`config.mk`:
```
export PLATFORM = sky130hd
export DESIGN_NAME = sum_capture_fifo
export DESIGN_NICKNAME = d
export VERILOG_FILES = /design/src/rtl/sum_capture_pkg.sv /design/src/rtl/sum_capture_ptr.sv /design/src/rtl/sum_capture_fifo.sv
export SDC_FILE = /design/constraint.sdc
export NUM_CORES = 1
export LEC_CHECK = 0
export BUFFER_PORTS_ARGS = -buffer_cell sky130_fd_sc_hd__buf_2
export CELL_PAD_IN_SITES_DETAIL_PLACEMENT = 1
export CELL_PAD_IN_SITES_GLOBAL_PLACEMENT = 2
export CORE_UTILIZATION = 37
export CTS_CLUSTER_DIAMETER = 150
export DETAILED_ROUTE_END_ITERATION = 6
export MAX_ROUTING_LAYER = met4
export PLACE_DENSITY_LB_ADDON = 0.25
export SYNTH_ARGS = -nofsm -noshare
export SYNTH_HDL_FRONTEND = slang
export SYNTH_SLANG_ARGS = --single-unit
```
`constraint.sdc`:
```
create_clock -name clk -period 2.2 [get_ports clk]
set_clock_uncertainty 0.1 [all_clocks]
set_input_delay 0.11 -clock clk [delete_from_list [all_inputs] [get_ports clk]]
set_output_delay 0.11 -clock clk [all_outputs]
set_load 0.05 [all_outputs]
```
`src/rtl/sum_capture_pkg.sv`:
```
// Shared constants and the stored entry type for the sum capture FIFO.
package sum_capture_pkg;

  localparam int SUM_W_DEF  = 9;
  localparam int TAG_W_DEF  = 8;
  localparam int DEPTH_DEF  = 4;
  localparam int DROP_W_DEF = 8;

  // One buffered sample: adder sum tagged with the counter value seen with it.
  typedef struct packed {
    logic [SUM_W_DEF-1:0] sum;
    logic [TAG_W_DEF-1:0] tag;
  } cap_entry_t;

endpackage

```
`src/rtl/sum_capture_ptr.sv`:
```
// Read/write pointers and occupancy for the sum capture FIFO.
// Pointers wrap naturally; full/empty are decoded from the registered level.
module sum_capture_ptr #(
  parameter int DEPTH = 4
) (
  input  logic                     clk,
  input  logic                     rst,
  input  logic                     push,
  input  logic                     pop,
  output logic [$clog2(DEPTH)-1:0] rd_ptr,
  output logic [$clog2(DEPTH)-1:0] wr_ptr,
  output logic [$clog2(DEPTH):0]   level,
  output logic                     full,
  output logic                     empty
);

  localparam int LVL_W = $clog2(DEPTH) + 1;

  // Advance pointers on each handshake and track the number of stored entries.
  always_ff @(posedge clk) begin
    if (rst) begin
      rd_ptr <= '0;
      wr_ptr <= '0;
      level  <= '0;
    end else begin
      if (push) wr_ptr <= wr_ptr + 1'b1;
      if (pop)  rd_ptr <= rd_ptr + 1'b1;
      if (push && !pop)      level <= level + 1'b1;
      else if (pop && !push) level <= level - 1'b1;
    end
  end

  assign full  = (level == LVL_W'(DEPTH));
  assign empty = (level == '0);

endmodule

```
`src/rtl/sum_capture_fifo.sv`:
```
// Captures adder sums tagged with the counter value into a small
// first-word-fall-through FIFO drained over valid/ready. Samples arriving
// while full and stalled are dropped and flagged by a sticky overflow bit.
// Build option: define SUM_CAPTURE_DROP_CNT_EN to include the saturating
// drop counter; otherwise drop_count is tied to zero.
module sum_capture_fifo
  import sum_capture_pkg::*;
#(
  parameter int SUM_W  = SUM_W_DEF,
  parameter int TAG_W  = TAG_W_DEF,
  parameter int DEPTH  = DEPTH_DEF,
  parameter int DROP_W = DROP_W_DEF
) (
  input  logic                     clk,
  input  logic                     rst,
  input  logic                     in_valid,
  input  logic [SUM_W-1:0]         in_sum,
  input  logic [TAG_W-1:0]         in_tag,
  output logic                     out_valid,
  input  logic                     out_ready,
  output logic [SUM_W-1:0]         out_sum,
  output logic [TAG_W-1:0]         out_tag,
  output logic                     full,
  output logic                     empty,
  output logic [$clog2(DEPTH):0]   level,
  output logic                     overflow,
  input  logic                     clr_overflow,
  output logic [DROP_W-1:0]        drop_count
);

  // Entry storage uses the package entry type, so SUM_W/TAG_W must stay at
  // the package defaults.
  logic [$clog2(DEPTH)-1:0] rd_ptr;
  logic [$clog2(DEPTH)-1:0] wr_ptr;
  logic                     push;
  logic                     pop;
  logic                     drop;
  logic                     overflow_reg;
  cap_entry_t               wr_entry;
  cap_entry_t               rd_entry;
  cap_entry_t               mem [DEPTH];

  // Handshake decode: a full FIFO still accepts a sample when it pops the head.
  assign pop  = out_valid && out_ready;
  assign push = in_valid && (!full || pop);
  assign drop = in_valid && full && !out_ready;

  sum_capture_ptr #(
    .DEPTH (DEPTH)
  ) u_ptr (
    .clk    (clk),
    .rst    (rst),
    .push   (push),
    .pop    (pop),
    .rd_ptr (rd_ptr),
    .wr_ptr (wr_ptr),
    .level  (level),
    .full   (full),
    .empty  (empty)
  );

  assign wr_entry.sum = in_sum;
  assign wr_entry.tag = in_tag;

  // Store accepted samples; contents are not reset, only the pointers are.
  always_ff @(posedge clk) begin
    if (push) mem[wr_ptr] <= wr_entry;
  end

  // Head is read combinationally so a new entry shows one cycle after its write.
  assign rd_entry  = mem[rd_ptr];
  assign out_sum   = rd_entry.sum;
  assign out_tag   = rd_entry.tag;
  assign out_valid = !empty;

  // Sticky overflow flag; a clear wins over a drop in the same cycle.
  always_ff @(posedge clk) begin
    if (rst)               overflow_reg <= 1'b0;
    else if (clr_overflow) overflow_reg <= 1'b0;
    else if (drop)         overflow_reg <= 1'b1;
  end

  assign overflow = overflow_reg;

`ifdef SUM_CAPTURE_DROP_CNT_EN
  logic [DROP_W-1:0] drop_count_reg;

  // Saturating count of dropped samples; cleared together with overflow.
  always_ff @(posedge clk) begin
    if (rst)                                drop_count_reg <= '0;
    else if (clr_overflow)                  drop_count_reg <= '0;
    else if (drop && (drop_count_reg != '1)) drop_count_reg <= drop_count_reg + 1'b1;
  end

  assign drop_count = drop_count_reg;
`else
  assign drop_count = '0;
`endif

endmodule

```
==> flow_summary_export.csv, run 1 <==
group,metric,value,unit
grt,antenna_found_initial,0,
drt,via_per_inst,4.670,
synth,synth_edf_count,68,
grt,met2_usage,22.72,%
cells_and_area,design_area,3869,um2
grt,overflow,0,
drt,wire_per_inst,16.03,um
place,io_buffer_count,45,
power,pwr-share-comb,38.2,%
grt,grt_max_degree,18,
synth,synth_fa_ha_area_share,2.714,%
power,p_leak,1.393,nW
synth,syn_avg_cell_area,20.15,um2
drt,via_count,1583,
synth,synth_top_family_by_area,"multiplexers",
cells_and_area,synthToLayoutAreaGrowth,27.14,%
worst_setup_path,path_cells,"o31ai_4, ha_2, inv_2, fa_2, xor2_2, or3_4, a21oi_2",
sta,holdWs,0.1615,ns
sta,slew_violations,0,
clock_network,cts.sinks,78,
synth,syn_area,3043,um2
drt,drtIter0Drc,87,
place,dpl.cell_count,295,
floorplanning,row_count,32,
sta,fmax,0.4578,GHz
cells_and_area,layout_commonest_cell,"edfxtp_1",
worst_setup_path,critPathKind,"reg2reg",
floorplanning,core,7848,um2
drt,drc_errors,0,
place,gp_congestion,0.7621,
grt,track_usage,13.97,%
grt,grt_pass1_vias,1669,
worst_setup_path,cp.required,2.37,ns
power,switching_share,38.02,%
floorplanning,die_h,92.69,um
synth,yosys_warnings,0,
synth,synth_xor_area_share,1.151,%
floorplanning,die_area,8591,um2
place,place_ws,-0.06472,ns
floorplanning,initial_core_util,38.78,%
place,post-dp-hpwl,3363,um
worst_setup_path,cp_top_family,"adder cells",
clock_network,clk_path_buf_depth,2,
power,p_clk_share,22.2,%
clock_network,cts_inserted_buffers,9,
clock_network,root_buffer,"clkbuf_8",
sta,rsz0062_at_grt,"yes",
synth,synth-compound-area-share,1.028,%
worst_setup_path,crit_slowest_cell,"or3_4",
worst_setup_path,start_kind,"register",
worst_setup_path,crit_fanout,7,
drt,drt-pass1-iter-count,4,
cells_and_area,final_cell_mix,"edfxtp_1, buf_2, dlygate4sd3_1",
worst_setup_path,worst-endpoint-arrival,2.35,ns
min_path,hold_class,"in2reg",
worst_setup_path,cpPeakStageDelay,0.39,ns
cells_and_area,largest_register_ffs,68,
power,ir_drop,0.0009213,V
sta,finalCritPeriodShare,99.29,%
synth,synth_ff_type,"edfxtp_1",
cells_and_area,layout-drive-gt1-share,45.15,%
sta,hold_viol_final,0,
grt,grt_use_met1,16.44,%
drt,wirelength,5434,um
grt,top_usage_layer,"met2",
cells_and_area,antenna_cells,0,
synth,synth_simple_gate_area_share,3.824,%
clock_network,cts_max_level,3,
worst_setup_path,end_kind,"register",
run_status,outcome,"complete, no violations",
clock_network,clk_pin_slew,0.08,ns
synth,synth_cells,151,
grt,grt_pass1_wl,8438,um
drt,antenna_left,0,
cells_and_area,top_register,"mem",
power,p_per_area,1232,nW/um2
floorplanning,io_pins,54,
synth,muxShareOfSynthArea,13.73,%
cells_and_area,stdcell_count,339,
synth,synth_cell_type_count,27,
sta,fin_ws,0.01562,ns
synth,postSynth.asyncResetShare,0,%
synth,ys_seq_elements,78,
clock_network,clk-insertion-delay-late,0.34,ns
sta,finalSetupViolations,0,
grt,met3_usage,3.941,%
synth,ys_seq_area_share,73.68,%
worst_setup_path,path_buf_inv,1,
power,p_int,2.953,mW
cells_and_area,layout.nets,260,
floorplanning,die_x,92.69,um
clock_network,tritoncts,"built",
sta,fin_crit,2.184,ns
power,seqPwrFrac,39.6,%
cells_and_area,top_regs,"mem x68, u_ptr.level x3",
flow_run,maxCapViolCount,0,
power,switchingPower,1.812,mW
place,dpl_cell_area,3362,um2
## repair_timing
action,in CTS,in global routing
setup buffers,0,8
endpoints found under the setup margin,1,1
endpoints found under the hold margin,76,0
pin swaps,0,6
hold buffers,20,0
resized for setup,1,10
## cells in the mapped netlist (all sizes together) (2+ instances only)
cell type,number,share of area [%]
dfxtp,10,6.6
and2,4,0.99
mux4,17,13
buf,12,3.0
nand2b,2,0.41
edfxtp,68,67
nor2,7,0.86
a21oi,2,0.33
inv,4,0.49
ha,5,2.1
or3,2,0.45
xor2,4,1.2
clkbuf,2,0.25
mux2i,2,0.66
## worst paths after layout
check	from	to	slack (ns)	cells after the start
max reg2reg	u_ptr.level[1]$_SDFFE_PP0P_	u_ptr.level[2]$_SDFFE_PP0P_	0.02	7
min reg2reg	u_ptr.wr_ptr[1]$_SDFFE_PP0P_	u_ptr.wr_ptr[1]$_SDFFE_PP0P_	0.44	2
max	u_ptr.level[1]$_SDFFE_PP0P_	u_ptr.level[2]$_SDFFE_PP0P_	0.02	7
min	out_ready	u_ptr.rd_ptr[1]$_SDFFE_PP0N_	0.16	4
## final cells by class
cell class / count / area, um2
clock buffers: 10 / 127.6
clock inverters: 6 / 70.07
fillers: 791 / 3979
inverters: 4 / 15.01
multi-input cells: 62 / 759.5
flip-flops and latches: 78 / 2253
well taps: 102 / 127.6
repair buffers: 77 / 515.5
## stage by stage
stage / utilization (%) / TNS [ns] / power [mW]
4_1_cts: 47.98 / 0 / 4.666
5_1_grt: 49.30 / -0.05232 / 4.979
3_5_place_dp: 42.84 / -0.06472 / 3.569
6_report: 49.30 / 0 / 4.765
3_3_place_gp: 42.84 / 0 / 3.511
2_1_floorplan: - / 0 / 3.222
## layer usage
metal  vias to the layer above  part of all wire, %
met2                        39                   52
li1                        731                    -
met3                         6                  3.7
met5                         -                    0
met1                       807                   44
met4                         0                 0.92
## worst min-delay path, stage by stage
cell and delay, ns:
buf_2 0.14, o311ai_0 0.12, xor2_1 0.08, nor2_1 0.10
## power groups by stage
stage	Combinational, mW	Sequential [mW]	Clock (mW)
after detailed placement	1.66	1.91	0
after global routing	1.93	1.91	1.14
after global placement	1.62	1.89	0
after floorplan	1.25	1.97	0
final	1.82	1.89	1.06
after CTS	1.70	1.88	1.09
## kinds of logic after synthesis
group	Yosys count
xor+xnor	4
other cells	1
compound gates	5
buf+inv	18
mux	20
fa+ha+maj	6
simple gates	19
flops	78
Note: power is estimated with default switching activity, not from simulation.
==> inputs of run 2 (changes only) <==
--- a/config.mk
+++ b/config.mk
@@ -13,6 +13,7 @@
 export DETAILED_ROUTE_END_ITERATION = 6
 export MAX_ROUTING_LAYER = met4
 export PLACE_DENSITY_LB_ADDON = 0.25
+export RECOVER_POWER = 25
 export SYNTH_ARGS = -nofsm -noshare
 export SYNTH_HDL_FRONTEND = slang
 export SYNTH_SLANG_ARGS = --single-unit
==> flow_summary_export.csv, run 2 (synthesized netlist as in run 1, its figures left out) <==
group,metric,value,unit
worst_setup_path,cp.required,2.37,ns
clock_network,tritoncts,"built",
floorplanning,initial_core_util,38.78,%
sta,fin_crit,2.185,ns
sta,hold_viol_final,0,
sta,finalSetupViolations,0,
cells_and_area,largest_register_ffs,68,
clock_network,cts_inserted_buffers,9,
cells_and_area,stdcell_count,339,
cells_and_area,synthToLayoutAreaGrowth,26.56,%
cells_and_area,layout_commonest_cell,"edfxtp_1",
place,dpl.cell_count,295,
clock_network,clk_path_buf_depth,2,
clock_network,root_buffer,"clkbuf_8",
worst_setup_path,end_kind,"register",
cells_and_area,top_register,"mem",
cells_and_area,multiInputGateArea,759.5,um2
place,gp_congestion,0.7621,
grt,overflow,0,
drt,via_per_inst,4.643,
floorplanning,row_count,32,
drt,drtIter0Drc,87,
power,p_per_area,1236,nW/um2
worst_setup_path,crit_fanout,7,
sta,fmax,0.4576,GHz
worst_setup_path,timing.rr.end,"u_ptr.level[2]$_SDFFE_PP0P_",
power,ir_drop,0.0009214,V
drt,antenna_left,0,
clock_network,cts.sinks,78,
worst_setup_path,crit_slowest_cell,"or3_4",
worst_setup_path,critPathKind,"reg2reg",
drt,drt-pass1-iter-count,4,
floorplanning,core,7848,um2
clock_network,clk_pin_slew,0.08,ns
cells_and_area,num-fill-cells,794,
worst_setup_path,r2r-start,"u_ptr.level[1]$_SDFFE_PP0P_",
floorplanning,die_h,92.69,um
clock_network,cts_max_level,3,
cells_and_area,final_cell_mix,"edfxtp_1, buf_2, dlygate4sd3_1",
drt,wire_per_inst,15.96,um
floorplanning,die_area,8591,um2
worst_setup_path,regToRegSetupSlack,0.01,ns
power,p_leak,1.354,nW
worst_setup_path,cpPeakStageDelay,0.39,ns
grt,antenna_found_initial,0,
cells_and_area,layout.nets,260,
run_status,outcome,"complete, no violations",
drt,wirelength,5410,um
sta,finalCritPeriodShare,99.33,%
grt,track_usage,13.97,%
cells_and_area,layout-drive-gt1-share,39.24,%
grt,grt_pass1_vias,1669,
sta,fin_ws,0.01484,ns
min_path,hold_depth,4,
cells_and_area,antenna_cells,0,
place,place_ws,-0.06472,ns
worst_setup_path,path_cells,"o31ai_4, ha_2, inv_2, fa_2, xor2_2, or3_4, a21oi_2",
place,io_buffer_count,45,
cells_and_area,regArea,2253,um2
flow_run,maxCapViolCount,0,
drt,via_count,1574,
sta,rsz0062_at_grt,"yes",
sta,slew_violations,0,
grt,grt_pass1_wl,8438,um
clock_network,clk-insertion-delay-late,0.34,ns
floorplanning,die_x,92.69,um
min_path,hp-start,"out_ready",
worst_setup_path,ff2ff_path_depth,7,
worst_setup_path,worst-endpoint-arrival,2.36,ns
drt,drc_errors,0,
min_path,min_to,"u_ptr.rd_ptr[1]$_SDFFE_PP0N_",
grt,grt_max_degree,18,
place,post-dp-hpwl,3363,um
cells_and_area,top_regs,"mem x68, u_ptr.level x3",
floorplanning,io_pins,54,
worst_setup_path,start_kind,"register",
min_path,hold_class,"in2reg",
==> run 2: changes by cell type in the layout (fill, tap and decap cells not counted) <==
cell	before	now
buf_2	45	31
clkbuf_1	1	15
==> run 2: what timing repair did <==
| action | in CTS | in global routing |
|---|---|---|
| gates cloned | 0 | 0 |
| endpoints found under the hold margin | 76 | 0 |
| hold buffers | 20 | 0 |
| setup endpoints to repair | 1 | 1 |
| setup buffers | 0 | 8 |
| pin swaps | 0 | 6 |
| resized for setup | 1 | 10 |
==> run 2: power breakdown <==
part,internal (mW),total (mW),switching [mW]
sequential,1.79,1.89,0.102
combinational,0.632,1.82,1.19
clock,0.532,1.06,0.525
==> run 2: worst max-delay path by stage <==
stage	start	to	slack, ns	cells past startpoint
finish	u_ptr.level[1]$_SDFFE_PP0P_	u_ptr.level[2]$_SDFFE_PP0P_	0.01	7
global route	u_ptr.level[1]$_SDFFE_PP0P_	u_ptr.level[2]$_SDFFE_PP0P_	-0.05	7
CTS	u_ptr.level[2]$_SDFFE_PP0P_	u_ptr.level[2]$_SDFFE_PP0P_	0.01	8
detailed placement	u_ptr.level[0]$_SDFFE_PP0P_	u_ptr.level[2]$_SDFFE_PP0P_	-0.06	7
global placement	u_ptr.level[0]$_SDFFE_PP0P_	u_ptr.level[2]$_SDFFE_PP0P_	0.14	7
floorplan	u_ptr.level[2]$_SDFFE_PP0P_	u_ptr.level[2]$_SDFFE_PP0P_	0.004	9
==> run 2: layout make-up <==
| cell class | instances | share of cell area, % |
|---|---|---|
| Clock inverter | 6 | 1.819 |
| Multi-Input combinational cell | 62 | 19.72 |
| Sequential cell | 78 | 58.51 |
| Timing Repair Buffer | 77 | 12.93 |
| Inverter | 4 | 0.3899 |
| Tap cell | 102 | 3.314 |
| Clock buffer | 10 | 3.314 |
==> run 2: metal layers <==
layer	wire, um	vias up	track usage (%)
li1	-	730	-
met3	197	6	3.941
met2	2818	39	22.72
met1	2344	799	16.44
met4	50	0	5.769
met5	0	-	-
==> run 2: worst max-delay path, delay by kind of cell (launching register included) <==
kind            cells  cell delay [ns]
fa+ha+maj           2             0.61
xor+xnor            1             0.20
simple gates        1             0.39
buf+inv             1             0.04
flops               1             0.38
compound gates      2             0.40
==> run 2: per-stage QoR <==
stage / setup TNS (ns) / utilization, % / cell area [um2] / power, mW / hold slack, ns
4_1_cts: 0 / 47.98 / 3765 / 4.666 / 0.1310
3_3_place_gp: 0 / 42.84 / 3362 / 3.511 / 0.1766
6_report: 0 / 49.08 / 3851 / 4.762 / 0.1614
2_1_floorplan: 0 / - / 3078 / 3.222 / 0.08931
5_1_grt: -0.05232 / 49.08 / 3851 / 4.976 / 0.1854
3_5_place_dp: -0.06472 / 42.84 / 3362 / 3.569 / 0.1777
